### config.mk
export PLATFORM = sky130hd
export DESIGN_NAME = time_formatter
export DESIGN_NICKNAME = d
export VERILOG_FILES = /design/src/rtl/time_formatter.sv
export SDC_FILE = /design/constraint.sdc
export NUM_CORES = 1
export LEC_CHECK = 0
export BUFFER_PORTS_ARGS = -buffer_cell sky130_fd_sc_hd__buf_2
export CAP_MARGIN = 10
export CELL_PAD_IN_SITES_DETAIL_PLACEMENT = 0
export CELL_PAD_IN_SITES_GLOBAL_PLACEMENT = 1
export CORE_MARGIN = 1.5
export CORE_UTILIZATION = 31
export CTS_CLUSTER_DIAMETER = 100
export DETAILED_ROUTE_END_ITERATION = 7
export HOLD_SLACK_MARGIN = 0.06
export PLACE_DENSITY_LB_ADDON = 0.1
export SLEW_MARGIN = 25
export SYNTH_ARGS = -nofsm -noshare
export SYNTH_HDL_FRONTEND = slang
export SYNTH_SLANG_ARGS = --single-unit
### constraint.sdc
create_clock -name clk -period 3 [get_ports clk]
set_input_delay 0.6 -clock clk [delete_from_list [all_inputs] [get_ports clk]]
set_output_delay 0.6 -clock clk [all_outputs]
set_load 0.01 [all_outputs]
### src/rtl/time_formatter.sv
// Converts an elapsed-seconds count into MM:SS BCD digits for the display controller.
// Iterative divide-by-60 followed by parallel double-dabble; digits update atomically.
module time_formatter #(
    parameter bit BLANK_LEADING = 1'b0
) (
    input  logic        clk,
    input  logic        rst,
    input  logic [11:0] sec_count,
    output logic [3:0]  digit3,
    output logic [3:0]  digit2,
    output logic [3:0]  digit1,
    output logic [3:0]  digit0,
    output logic        busy,
    output logic        update
);

    typedef enum logic [1:0] {StIdle, StDiv, StBcd, StCommit} state_e;

    localparam logic [3:0] Digit3Rst = BLANK_LEADING ? 4'hF : 4'h0;

    state_e      state_q, state_d;
    logic [3:0]  cnt_q, cnt_d;
    logic [11:0] sync1_q, sync2_q;
    logic [11:0] last_q, last_d;
    logic [11:0] quo_q, quo_d;
    logic [6:0]  rem_q, rem_d;
    logic [14:0] min_sr_q, min_sr_d;
    logic [14:0] sec_sr_q, sec_sr_d;
    logic [3:0]  d3_q, d3_d, d2_q, d2_d, d1_q, d1_d, d0_q, d0_d;
    logic [6:0]  trial;

    // One double-dabble iteration: adjust BCD nibbles, then shift the whole register left.
    function automatic logic [14:0] dd_step(input logic [14:0] sr);
        logic [14:0] s;
        s = sr;
        if (s[10:7] >= 4'd5) s[10:7] = s[10:7] + 4'd3;
        if (s[14:11] >= 4'd5) s[14:11] = s[14:11] + 4'd3;
        return {s[13:0], 1'b0};
    endfunction

    always_ff @(posedge clk) begin
        if (!rst) begin
            state_q  <= StIdle;
            cnt_q    <= 4'd0;
            sync1_q  <= 12'd0;
            sync2_q  <= 12'd0;
            last_q   <= 12'd0;
            quo_q    <= 12'd0;
            rem_q    <= 7'd0;
            min_sr_q <= 15'd0;
            sec_sr_q <= 15'd0;
            d3_q     <= Digit3Rst;
            d2_q     <= 4'd0;
            d1_q     <= 4'd0;
            d0_q     <= 4'd0;
        end else begin
            state_q  <= state_d;
            cnt_q    <= cnt_d;
            sync1_q  <= sec_count;
            sync2_q  <= sync1_q;
            last_q   <= last_d;
            quo_q    <= quo_d;
            rem_q    <= rem_d;
            min_sr_q <= min_sr_d;
            sec_sr_q <= sec_sr_d;
            d3_q     <= d3_d;
            d2_q     <= d2_d;
            d1_q     <= d1_d;
            d0_q     <= d0_d;
        end
    end

    always_comb begin
        state_d  = state_q;
        cnt_d    = cnt_q;
        last_d   = last_q;
        quo_d    = quo_q;
        rem_d    = rem_q;
        min_sr_d = min_sr_q;
        sec_sr_d = sec_sr_q;
        d3_d     = d3_q;
        d2_d     = d2_q;
        d1_d     = d1_q;
        d0_d     = d0_q;
        trial    = {rem_q[5:0], quo_q[11]};

        unique case (state_q)
            StIdle: begin
                if (sync1_q == sync2_q && sync2_q != last_q) begin
                    quo_d   = sync2_q;
                    last_d  = sync2_q;
                    rem_d   = 7'd0;
                    cnt_d   = 4'd0;
                    state_d = StDiv;
                end
            end
            StDiv: begin
                // Dividend bits shift out of quo_q's top while quotient bits enter its bottom.
                if (trial >= 7'd60) begin
                    rem_d = trial - 7'd60;
                    quo_d = {quo_q[10:0], 1'b1};
                end else begin
                    rem_d = trial;
                    quo_d = {quo_q[10:0], 1'b0};
                end
                cnt_d = cnt_q + 4'd1;
                if (cnt_q == 4'd11) begin
                    cnt_d    = 4'd0;
                    min_sr_d = {8'd0, quo_d[6:0]};
                    sec_sr_d = {8'd0, rem_d};
                    state_d  = StBcd;
                end
            end
            StBcd: begin
                min_sr_d = dd_step(min_sr_q);
                sec_sr_d = dd_step(sec_sr_q);
                cnt_d    = cnt_q + 4'd1;
                if (cnt_q == 4'd6) begin
                    cnt_d   = 4'd0;
                    state_d = StCommit;
                end
            end
            StCommit: begin
                d3_d    = (BLANK_LEADING && min_sr_q[14:11] == 4'd0) ? 4'hF : min_sr_q[14:11];
                d2_d    = min_sr_q[10:7];
                d1_d    = sec_sr_q[14:11];
                d0_d    = sec_sr_q[10:7];
                state_d = StIdle;
            end
            default: state_d = StIdle;
        endcase
    end

    assign busy   = (state_q != StIdle);
    assign update = (state_q == StCommit);
    assign digit3 = d3_q;
    assign digit2 = d2_q;
    assign digit1 = d1_q;
    assign digit0 = d0_q;

endmodule

==> results.md, run 1 <==
Pwr:
- The worst vdd rail ir drop is 262 uV.
- Power spread over the standard cell area amounts to between 500 and 600 nW/um^2.
- Summing internal, switching and leakage power gives 0.00285 W.
- The standby leakage power is 2.00 nW.

Synth:
- In this run, synthesis produced a sequential element count of 106.
- The synthesized netlist occupies a cell area of between 4000 and 5000 sq um.
- After synthesis, flip-flops and latches occupy ~46% of the total area.
- The most frequently used flop master after synthesis is dfxtp_1.
- The average cell area after synthesis is about 9.3 sq um.
- The total nets after synthesis is 530.
- The count of flip-flops with a built-in enable after synthesis is 0.
- In the synthesized netlist the async set-or-reset flop fraction comes to 0%.
- The total number of yosys warnings is 0.
- Synthesis produced around 500 cells.
- The post-synthesis cell type count is 40.

Critical path:
- By startpoint and endpoint, the worst setup path is classified as flop to flop.
- The endpoint class of the critical path is a flop.
- The worst reg-to-reg setup slack is approximately 860 ps.
- At the worst endpoint, the required time is ~3300 ps.
- The worst register-to-register path has a depth of 8.
- STA puts the critical path data arrival time at about 2400 ps.
- The start of the worst register-to-register path is cnt_q[0]$_SDFFE_PN0P_.
- The highest net fanout along the worst path is 22.
- The endpoint of the lowest-slack register-to-register path is sec_sr_q[3]$_SDFFE_PN0P_.
- The worst setup path is launched from a flop.

Min path:
- The worst hold path begins at sec_count[8].
- The worst hold path terminates at sync1_q[8]$_SDFF_PN0_.
- The min-delay analysis places its worst path in the category input pin to flop.
- The cell depth of the worst min-delay path is 2.

Placement:
- The HPWL reported at the end of detailed placement is approximately 7000 um.
- The final weighted congestion in routability-driven placement is between 0.7 and 0.8.
- The post-placement worst setup slack is ~840 ps.
- Including well taps, the total number of placed cells is 696.
- The number of port buffers is 31.

STA:
- Based on the critical path, the design can be clocked at up to 0.467 GHz.
- Setup total negative slack on the finished layout was measured at 0 ps.
- Dividing the final minimum period by the clock period gives a little under three quarters.
- The number of slew-limit violations in the final report is 0.
- At the pin with the least slew margin, the transition time is approximately 700 ps.
- The worst pin sits at a relative slew slack of approximately 53%.
- Once routing completed, OpenROAD measured the worst setup slack at 857 ps.
- The final clock skew is a little under 8 ps.
- The total of endpoints with negative setup slack in the final report is 0.
- The post-route minimum period is 2140 ps.
- The number of hold-slack violations in the final timing report is 0.
- On the final layout, the worst hold slack is approximately 440 ps.
- Setup repair after global routing left no endpoint under its margin.

Die:
- The area of the core is roughly 15000 sq um.
- The number of I/O pins is 32.
- The effective utilization at floorplan is between 30% and 40%.
- In this run the vertical extent of the chip is roughly 130 um.
- The total die area is around 16000 sq um.
- The die is around 130 um wide.
- The number of rows in the core area is between 40 and 50.

Finish:
- The area overhead of the layout relative to synthesis is 13.9%.
- In the final layout, the share of cells above drive strength 1 is a little under an eighth.
- The number of nets at the end of the flow is ~550.
- Once layout is complete, the cells apart from fillers number 712.
- The number of inserted diodes is 0.

GRT:
- The overflow left after global routing is 0.
- Entering global routing, the biggest net connects 73 pins.
- Global routing consumed, over all layers together, approximately 14% of the routing resources.
- The number of antenna violations at the first check in global routing is 0.
- The via count of the first global-routing pass is roughly 3.3k.
- The first global-routing pass estimated 17100 um of wire.

Clocking:
- Gates resized during post-CTS repair numbered 0.
- The latest clock arrival within the worst-skew pair is between 300 and 400 ps.
- The total number of clock tree sinks is 106.
- The H-tree generated during clock tree synthesis spans 3 levels.
- Clock-pin slew was measured on the worst setup and hold paths at approximately 80 ps.
- No sink is reached through more buffers than the 2 on the longest clock path.
- The number of buffers inserted for hold repair after clock tree synthesis is 0.
- After clock tree synthesis, the setup repair step added 0 buffers.
- In this run the clock root is driven by a clkbuf_16.
- The number of buffers added by the clock tree synthesis step is 9.
- The CTS tree is done.

Route:
- The count of antenna-violating nets left after detailed routing is 0.
- The final layout contains routed wiring with a total length of 10400 um.
- The total via count in the routed design is 3414.
- The wire length per cell after detailed routing is roughly 15 um.
- The final routed DRC violation total is 0.
- After detailed routing, the number of vias per cell comes to approximately 4.8.
- The detailed router finished its first iteration with ~170 violations.
- Before antenna repair, the detailed router went through 4 iterations.

Outcome:
- The run finished with clean final reports.

Run:
- The number of violations of the max-capacitance limit is 0.
[state kept, by name (all words and copies together) (netlist names)]
name,count
sec_sr_q,15
digit2,4
last_q,12
rem_q,6
quo_q,12
min_sr_q,15
state_q,2
digit1,4
sync1_q,12
sync2_q,12
digit3,4
digit0,4
cnt_q,4
[placed cells by master, fill, tap and decap left out, types with 2 or more instances in the layout]
| cell | n |
|---|---|
| and2_1 | 26 |
| o21ai_0 | 14 |
| buf_2 | 31 |
| nor3_1 | 5 |
| xnor2_1 | 18 |
| ha_1 | 15 |
| nor3b_1 | 5 |
| or3_1 | 2 |
| nor2_1 | 47 |
| o31ai_1 | 12 |
| nor2b_1 | 2 |
| nor4bb_1 | 2 |
| nand2b_1 | 6 |
| mux2i_1 | 49 |
| buf_4 | 9 |
| xor2_1 | 14 |
| inv_1 | 12 |
| dfxtp_1 | 106 |
| a32o_1 | 5 |
| nand4_1 | 3 |
| nand3_1 | 33 |
| o211ai_1 | 4 |
| a21oi_1 | 32 |
| inv_6 | 5 |
| nand2_1 | 35 |
| nor4_1 | 4 |
| a211oi_1 | 7 |
| clkbuf_16 | 9 |
[cells in the mapped netlist, types with 14 or more instances]
library cell    n  area (sq um)
dfxtp_1       106          2120
mux2i_1        49           490
nor2_1         47           176
nand2_1        35           131
nand3_1        33           165
a21oi_1        32           160
and2_1         26           163
clkbuf_1       21          78.8
xnor2_1        18           158
ha_1           15           188
o21ai_0        14          70.1
xor2_1         14           123
[area by class of cell]
cell class / instances / area [sq um]
Clock buffer: 9 / 225
Clock inverter: 7 / 67.6
Fill cell: 1517 / 9300
Inverter: 13 / 48.8
Multi-Input combinational cell: 352 / 2350
Sequential cell: 106 / 2120
Tap cell: 184 / 230
Timing Repair Buffer: 41 / 243
[worst max path at each step]
stage                            startpoint                   endpoint  slack, ps  depth (start not counted)
finish                cnt_q[0]$_SDFFE_PN0P_   sec_sr_q[3]$_SDFFE_PN0P_        860                          8
global route          cnt_q[0]$_SDFFE_PN0P_   sec_sr_q[3]$_SDFFE_PN0P_        600                          8
CTS                   cnt_q[0]$_SDFFE_PN0P_   sec_sr_q[3]$_SDFFE_PN0P_        810                          8
detailed placement    cnt_q[0]$_SDFFE_PN0P_  min_sr_q[11]$_SDFFE_PN0P_        840                          8
global placement      sync2_q[5]$_SDFF_PN0_     last_q[8]$_SDFFE_PN0P_        880                          7
floorplan           state_q[0]$_SDFFE_PN0P_      cnt_q[3]$_SDFFE_PN0P_       1170                          6
[through the flow]
stage | util [%] | instance area, sq um
after floorplan | - | 4640
after global routing | 36.3 | 5290
after global placement | 34.2 | 5000
final | 36.3 | 5290
after CTS | 36.3 | 5290
after detailed placement | 34.2 | 5000
[per-layer routing]
| layer | share of wire, % | vias to the layer above | track usage (%) |
|---|---|---|---|
| met1 | 48 | 1579 | 17.3 |
| met3 | 2.9 | 14 | 3.34 |
| met2 | 47 | 47 | 23.0 |
| li1 | - | 1774 | - |
| met5 | 0 | - | 0 |
| met4 | 2.0 | 0 | 5.21 |
[worst max-delay path, stage by stage (launching register included)]
cell and delay [ps]:
dfxtp_1 400, ha_1 210, nor2b_1 220, a21bo_2 190
nand2_1 70, nand2_1 540, buf_4 230, o211ai_1 80
a21oi_1 140
[report_power, final]
part,leakage (nW),total (W),internal [W],switching (W)
sequential,0.859,0.00145,0.00143,0.0000214
combinational,0.999,0.000214,0.0000838,0.000130
clock,0.141,0.00119,0.000587,0.000600
total,2.00,0.00285,0.00210,0.000751
[cells by family (layout without fill, tap and decap cells)]
logic type,after synthesis,after routing,share of synthesized area (%)
buffers and inverters,43,70,3.75
and+or+nand+nor,174,174,18.4
DFF,106,106,45.7
muxes,50,50,10.8
AOI/OAI and AO/OA,81,81,11.2
adders and majority gates,15,15,4.04
xor gates and xnor gates,32,32,6.04
(Power assumes the default switching activity.)
==> run 2, diff against run 1 <==
- ABC_AREA: unset -> 1
- clock period: 3 -> 1.9 ns (I/O delays scaled with it)
==> results.md, run 2 <==
GRT:
- The via count of the first global-routing pass came to 3844 (was 3327).
- The overflow left after global routing is 0 (unchanged).
- The global-route wire length before repair is 19400 um (was 17100 um).
- The maximum number of pins on one net before global-route repair is 59 (was 73).
- The aggregate global-route resource usage was 14.7% (was 13.8%).
- The number of antenna violations at the first check in global routing is 0 (unchanged).

Min path:
- The class of the tightest hold or removal check is input pin to flop (unchanged).
- The cell depth of the worst min-delay path is 3 (was 2).

STA:
- The normalized max-slew margin is 72.2% (was 53.1%).
- The post-route worst setup slack is 172 ps (was 857 ps).
- Derived from the worst setup path, the maximum achievable clock frequency is ~0.58 GHz.
- The final total negative setup slack is 0 ps (unchanged).
- The routed design could run at a clock period as short as about 1700 ps.
- The worst path uses approximately nine tenths of the clock period.
- The worst-margin pin slew is 417 ps (was 701 ps).
- Unrepaired setup endpoints after global routing: no (unchanged).
- The final clock skew came to 8.64 ps (was 7.78 ps).
- The worst-case hold slack was 211 ps (was 442 ps).
- The number of slew-limit violations in the final report is 0 (unchanged).
- The number of hold-slack violations in the final timing report is 0 (unchanged).
- The total of endpoints with negative setup slack in the final report was 0 (unchanged).

Die:
- The number of rows in the core area is 45 (was 44).
- The area of the core came to 15300 sq um (was 14600 sq um).
- The die boundary height is 129 um (was 125 um).
- The overall die width is 129 um (was 125 um).
- The number of I/O pins is 32 (unchanged).
- The total die area came to 16500 sq um (was 15700 sq um).
- The effective utilization at floorplan is 32.0% (was 31.8%).

Synth:
- The portion of the post-synthesis area used by sequential elements is 43.4% (was 45.7%).
- The post-synthesis sequential element count was 106 (unchanged).
- The count of flip-flops with a built-in enable after synthesis is 0 (unchanged).
- The average cell area after synthesis is 7.40 sq um (was 9.27 sq um).
- Leading post-synthesis cells by cell area: dfxtp_1 (43%), nand2_1 (11%), a21oi_1 (7.1%), inv_1 (6.5%), o21ai_0 (6.4%) (was dfxtp_1 (46%), mux2i_1 (11%), ha_1 (4.0%), nor2_1 (3.8%), nand3_1 (3.6%)).
- The share of flip-flops with an asynchronous set or reset is 0% (unchanged).
- The synthesized instance count was 661 (was 501).
- Leading post-synthesis cells by instance count: nand2_1 (143), dfxtp_1 (106), inv_1 (85) (was dfxtp_1 (106), mux2i_1 (49), nor2_1 (47)).
- The total nets after synthesis is 690 (was 530).
- The area of the mapped netlist is 4890 sq um (was 4640 sq um).
- The most frequently used flop master after synthesis is dfxtp_1 (unchanged).
- The share of the synthesized area in the top cell type came to 43.4% (was 45.7%).
- The biggest area consumer among synthesized cells is dfxtp_1 (unchanged).
- The most numerous cell in the Yosys netlist is nand2_1 (was dfxtp_1).
- The post-synthesis cell type count is 35 (was 40).
- The total number of yosys warnings was 0 (unchanged).

Clocking:
- The total number of clock tree sinks is 106 (unchanged).
- The maximum clock insertion buffer count is 2 (unchanged).
- The latest clock arrival within the worst-skew pair is 340 ps (was 360 ps).
- The CTS H-tree depth was 3 (unchanged).
- The CTS tree is done (unchanged).
- The number of buffers added by the clock tree synthesis step came to 9 (unchanged).
- The root buffer cell is clkbuf_16 (unchanged).
- The number of buffers inserted for hold repair after clock tree synthesis came to 0 (unchanged).
- The clock slew at the register clock pins of the worst setup and hold paths is 70 ps (was 80 ps).

Critical path:
- Cell-by-cell trace of the critical path: inv_1, ha_1, inv_1, buf_2 (was ha_1, nor2b_1, a21bo_2, nand2_1, nand2_1, buf_4, o211ai_1, a21oi_1).
- The number of buffer and inverter instances along the worst setup path is 3 (was 1).
- The endpoint class of the critical path is an output pin (was flop).
- The cell type group with the largest total delay on the critical path is buffers and inverters (was simple AND/OR/NAND/NOR gates).
- The type of origin of the critical path is a flop (unchanged).
- The required time reported for the critical path endpoint was 1520 ps (was 3290 ps).
- The critical setup path kind is flop to output pin (was flop to flop).
- The signal arrival time at the worst endpoint was 1350 ps (was 2430 ps).
- The worst-case reg-to-reg path depth is 9 (was 8).
- The cell with the biggest individual delay on the critical path is dfxtp_1 (was nand2_1).
- The critical path's most frequent cell is inv_1 (was nand2_1).
- The count of cell instances traversed by the critical path is 4 (was 8).
- The critical path's largest stage delay is 360 ps (was 540 ps).
- The highest net fanout along the worst path is 3 (was 22).

Placement:
- The number of port buffers came to 31 (unchanged).
- The HPWL reported at the end of detailed placement is 7660 um (was 6890 um).
- The post-placement worst setup slack is 103 ps (was 836 ps).
- The final weighted congestion in routability-driven placement came to 0.738 (was 0.766).

Route:
- The via density per instance is 4.50 (was 4.79).
- The total via count in the routed design is 4060 (was 3414).
- The count of antenna-violating nets left after detailed routing is 0 (unchanged).
- The final wirelength came to 11100 um (was 10400 um).
- The wire length per cell after detailed routing came to 12.3 um (was 14.6 um).
- The number of violations reported at the end of detailed-routing iteration 0 came to 261 (was 165).
- The count of TritonRoute iterations in the first routing pass is 6 (was 4).
- The final routed DRC violation total is 0 (unchanged).

Finish:
- The area overhead of the layout relative to synthesis came to 14.8% (was 13.9%).
- The number of nets at the end of the flow is 716 (was 552).
- The number of inserted diodes was 0 (unchanged).
- Commonest cells after routing, fill and taps aside: nand2_1 (142), dfxtp_1 (106), inv_1 (85) (was dfxtp_1 (106), mux2i_1 (49), nor2_1 (47)).
- The fraction of layout cells with a size suffix above 1 is 12.9% (was 11.9%).
- The final cell utilization of the core came to 36.7% (was 36.3%).
- Largest registers: min_sr_q (15), sec_sr_q (15) (unchanged).
- The most common library cell in the layout ignoring fill and taps is nand2_1 (was dfxtp_1).

Outcome:
- Outcome: finished clean (unchanged).

Pwr:
- The power density of the placed cells is 943 nW/um^2 (was 539 nW/um^2).
- The standby leakage power is 2.39 nW (was 2.00 nW).
- The overall power of the completed layout is 0.00530 W (was 0.00285 W).
- The worst vdd rail ir drop came to 424 uV (was 262 uV).

Run:
- The number of violations of the max-capacitance limit is 0 (unchanged).
==> run 2: tightest hold or removal path, cell delays in order <==
cell,delay [ps]
buf_2,70
nand2_1,40
inv_1,40
==> run 2: kinds of logic (layout without fill, tap and decap cells) <==
kind of cell	after synthesis	after routing	share of synthesized area [%]
and+or+nand+nor	239	239	20.9
AOI/OAI and AO/OA	159	159	17.8
buffers and inverters	119	150	10.0
DFF	106	106	43.4
xor gates and xnor gates	23	23	4.12
adders and majority gates	15	15	3.84
==> run 2: per-layer routing <==
layer,track usage [%],vias up,wire length [um]
met5,0,-,0
met1,21.7,1832,5960
met3,2.87,9,352
li1,-,2167,-
met2,21.5,52,4670
met4,4.56,0,121
==> run 2: what timing repair did <==
| item | 4_1_cts | 5_1_grt |
|---|---|---|
| gates resized for setup | 0 | 3 |
| buffers inserted | 0 | 3 |
| endpoints found under the setup margin | 0 | 19 |
==> run 2: power breakdown <==
part	total, W	switching, W	leakage (nW)	internal (W)
combinational	0.000965	0.000634	1.39	0.000331
sequential	0.00254	0.000132	0.860	0.00241
clock	0.00179	0.000829	0.139	0.000960
total	0.00530	0.00160	2.39	0.00370
==> run 2: path summary, 6_finish.rpt <==
kind / start / endpoint / slack [ps]
worst min-delay path: sec_count[3] / sync1_q[3]$_SDFF_PN0_ / 210
worst max register to register: sync2_q[2]$_SDFF_PN0_ / quo_q[0]$_SDFFE_PN0P_ / 200
worst max-delay path: state_q[0]$_SDFFE_PN0P_ / busy / 170
worst min register to register: sync1_q[4]$_SDFF_PN0_ / sync2_q[4]$_SDFF_PN0_ / 440
==> run 2: cell type report <==
type                            instances  area (sq um)
Timing Repair Buffer                   46           330
Clock buffer                           12           256
Sequential cell                       106          2120
Inverter                               88           333
Multi-Input combinational cell        436          2280
Tap cell                              211           264
Clock inverter                          4          26.3
Fill cell                            1663          9700
==> run 2: through the flow <==
stage          cell area, sq um  cells
6_report                   5620    903
4_1_cts                    5590    900
3_5_place_dp               5310    884
3_3_place_gp               5310    884
5_1_grt                    5620    903
2_1_floorplan              4890    661
==> run 3, diff against run 2 <==
- CTS_CLUSTER_DIAMETER: 100 -> unset
- clock period: 1.9 -> 1.8 ns (I/O delays scaled with it)
==> results.md, run 3 (synthesis results as in run 2) <==
Outcome:
- Outcome: finished clean (unchanged).

GRT:
- The via count of the first global-routing pass is 3902 (was 3844).
- The number of antenna violations at the first check in global routing is 0 (unchanged).
- The overflow left after global routing came to 0 (unchanged).
- The maximum number of pins on one net before global-route repair came to 37 (was 59).
- The global-route wire length before repair came to 19200 um (was 19400 um).
- The aggregate global-route resource usage is 14.8% (was 14.7%).

STA:
- The post-route fraction of the period consumed by the critical path is a little over nine tenths.
- The worst-margin pin slew came to 506 ps (was 417 ps).
- The number of hold-slack violations in the final timing report was 0 (unchanged).
- The number of slew-limit violations in the final report is 0 (unchanged).
- The final clock skew came to 8.51 ps (was 8.64 ps).
- Unrepaired setup endpoints after global routing: no (unchanged).
- The final total negative setup slack is 0 ps (unchanged).
- The normalized max-slew margin is 66.3% (was 72.2%).
- The highest attainable clock frequency is ~0.59 GHz.
- The total of endpoints with negative setup slack in the final report was 0 (unchanged).
- The post-route minimum period is 1690 ps.

Finish:
- The final cell utilization of the core came to 37.2% (was 36.7%).
- The register area was 2130 sq um (was 2120 sq um).
- The area overhead of the layout relative to synthesis was 16.3% (was 14.8%).
- The number of fillers in the final layout came to 1666 (was 1663).
- Commonest cells after routing, fill and taps aside: nand2_1 (141), dfxtp_1 (103), inv_1 (85) (was nand2_1 (142), dfxtp_1 (106), inv_1 (85)).
- The number of inserted diodes is 0 (unchanged).
- The number of nets at the end of the flow was 724 (was 716).
- The fraction of layout cells with a size suffix above 1 is 15.0% (was 12.9%).
- The multi-input logic area is 2300 sq um (was 2280 sq um).
- Largest registers: min_sr_q (15), sec_sr_q (15) (unchanged).
- The most common library cell in the layout ignoring fill and taps was nand2_1 (unchanged).

Clocking:
- The number of buffers inserted for hold repair after clock tree synthesis is 0 (unchanged).
- The number of buffers added by the clock tree synthesis step is 9 (unchanged).
- The CTS H-tree depth is 3 (unchanged).
- The clock slew at the register clock pins of the worst setup and hold paths came to 70 ps (about the same).
- The CTS tree is done (unchanged).
- The latest clock arrival within the worst-skew pair is 350 ps (was 340 ps).
- The root buffer cell was clkbuf_16 (unchanged).
- The total number of clock tree sinks was 106 (unchanged).
- The maximum clock insertion buffer count came to 2 (unchanged).

Critical path:
- The critical setup path kind was flop to output pin (unchanged).
- The worst-case reg-to-reg path depth is 13 (was 9).
- The count of cell instances traversed by the critical path came to 4 (unchanged).
- The required time reported for the critical path endpoint is 1440 ps (was 1520 ps).
- The critical path's most frequent cell is inv_1 (unchanged).
- The endpoint class of the critical path is an output pin (unchanged).
- The signal arrival time at the worst endpoint was 1330 ps (was 1350 ps).
- The highest net fanout along the worst path was 4 (was 3).
- The critical path's largest stage delay is 390 ps (was 360 ps).
- The endpoint of the lowest-slack register-to-register path is cnt_q[3]$_SDFFE_PN0P_ (was quo_q[0]$_SDFFE_PN0P_).
- The cell with the biggest individual delay on the critical path was dfxtp_1 (unchanged).
- The origin of the worst setup path is state_q[1]$_SDFFE_PN0P_ (was state_q[0]$_SDFFE_PN0P_).
- The capturing element of the worst setup path is busy (unchanged).
- Cell-by-cell trace of the critical path: inv_1, ha_2, inv_1, buf_2 (was inv_1, ha_1, inv_1, buf_2).
- The number of buffer and inverter instances along the worst setup path was 3 (unchanged).
- The start of the worst register-to-register path is sync2_q[1]$_SDFF_PN0_ (was sync2_q[2]$_SDFF_PN0_).
- The cell type group with the largest total delay on the critical path was flip-flops (was buffers and inverters).
- The type of origin of the critical path is a flop (unchanged).
- The worst reg-to-reg setup slack is 190 ps (was 200 ps).

Placement:
- The HPWL reported at the end of detailed placement is 7850 um (was 7660 um).
- The final weighted congestion in routability-driven placement came to 0.795 (was 0.738).
- The number of port buffers was 31 (unchanged).

Die:
- The number of rows in the core area is 45 (unchanged).
- The area of the core is 15300 sq um (unchanged).
- The overall die width is 129 um (unchanged).
- The total die area is 16500 sq um (unchanged).
- The die boundary height was 129 um (unchanged).
- The effective utilization at floorplan is 32.0% (unchanged).
- The number of I/O pins is 32 (unchanged).

Route:
- The final routed DRC violation total is 0 (unchanged).
- The wire length per cell after detailed routing came to 12.4 um (was 12.3 um).
- The count of TritonRoute iterations in the first routing pass came to 4 (was 6).
- The final wirelength is 11300 um (was 11100 um).
- The via density per instance is 4.57 (was 4.50).
- The count of antenna-violating nets left after detailed routing is 0 (unchanged).
- The total via count in the routed design is 4156 (was 4060).
- The number of violations reported at the end of detailed-routing iteration 0 is 229 (was 261).

Min path:
- The class of the tightest hold or removal check is input pin to flop (unchanged).

Pwr:
- The standby leakage power is 2.43 nW (was 2.39 nW).
- The worst vdd rail ir drop is 516 uV (was 424 uV).
- The power density of the placed cells is 1020 nW/um^2 (was 943 nW/um^2).

Run:
- The number of violations of the max-capacitance limit was 0 (unchanged).
## run 3: changes by cell type in the layout (fill, tap and decap cells not counted), moves of 2 or more
cell,previous run,this run
buf_12,5,2
dfxtp_1,106,103
dfxtp_2,0,3
buf_6,0,2
buf_4,10,19
ha_1,15,12
ha_2,0,3
## run 3: power by group
| part | total, W | internal, W | switching, W |
|---|---|---|---|
| Sequential | 0.00269 | 0.00255 | 0.000144 |
| Clock | 0.00203 | 0.00115 | 0.000881 |
| Combinational | 0.00106 | 0.000383 | 0.000678 |
## run 3: final cells by class
type / instances / area share (%)
Tap cell: 211 / 4.64
Multi-Input combinational cell: 436 / 40.5
Clock inverter: 4 / 0.901
Timing Repair Buffer: 54 / 6.33
Sequential cell: 106 / 37.3
Clock buffer: 11 / 4.44
Inverter: 88 / 5.85
## run 3: worst min-delay path by stage
stage,startpoint,endpoint,slack (ps),cells after the start
finish,sec_count[6],sync1_q[6]$_SDFF_PN0_,190,3
global route,sec_count[0],sync1_q[0]$_SDFF_PN0_,180,3
floorplan,sync1_q[0]$_SDFF_PN0_,sync2_q[0]$_SDFF_PN0_,420,2
global placement,sync1_q[11]$_SDFF_PN0_,sync2_q[11]$_SDFF_PN0_,430,2
CTS,sec_count[6],sync1_q[6]$_SDFF_PN0_,170,3
detailed placement,sync1_q[2]$_SDFF_PN0_,sync2_q[2]$_SDFF_PN0_,430,2
## run 3: timing repair
action | 4_1_cts | 5_1_grt
gates resized for setup | 0 | 14
setup endpoints to repair | 0 | 36
setup buffers | 0 | 2
## run 3: metrics by stage
step                      worst slack, ps  area [sq um]  hold slack, ps  power (W)  instances
final                                 106          5690             190    0.00578        910
after global routing                 2.03          5690             184    0.00614        910
after CTS                            17.2          5640             173    0.00584        908
after detailed placement             79.2          5340             431    0.00378        893
after global placement               83.5          5340             425    0.00376        893
after floorplan                       203          4890             420    0.00346        661
## run 3: tightest hold or removal path, cell delays in order
cell and delay [ps]:
buf_2 70, nand2_1 40, inv_1 40
## run 3: layer usage
layer | part of all wire, % | track usage, %
met4 | 1.2 | 4.76
met2 | 41 | 22.0
met1 | 55 | 21.3
met5 | 0 | 0
met3 | 2.7 | 2.95
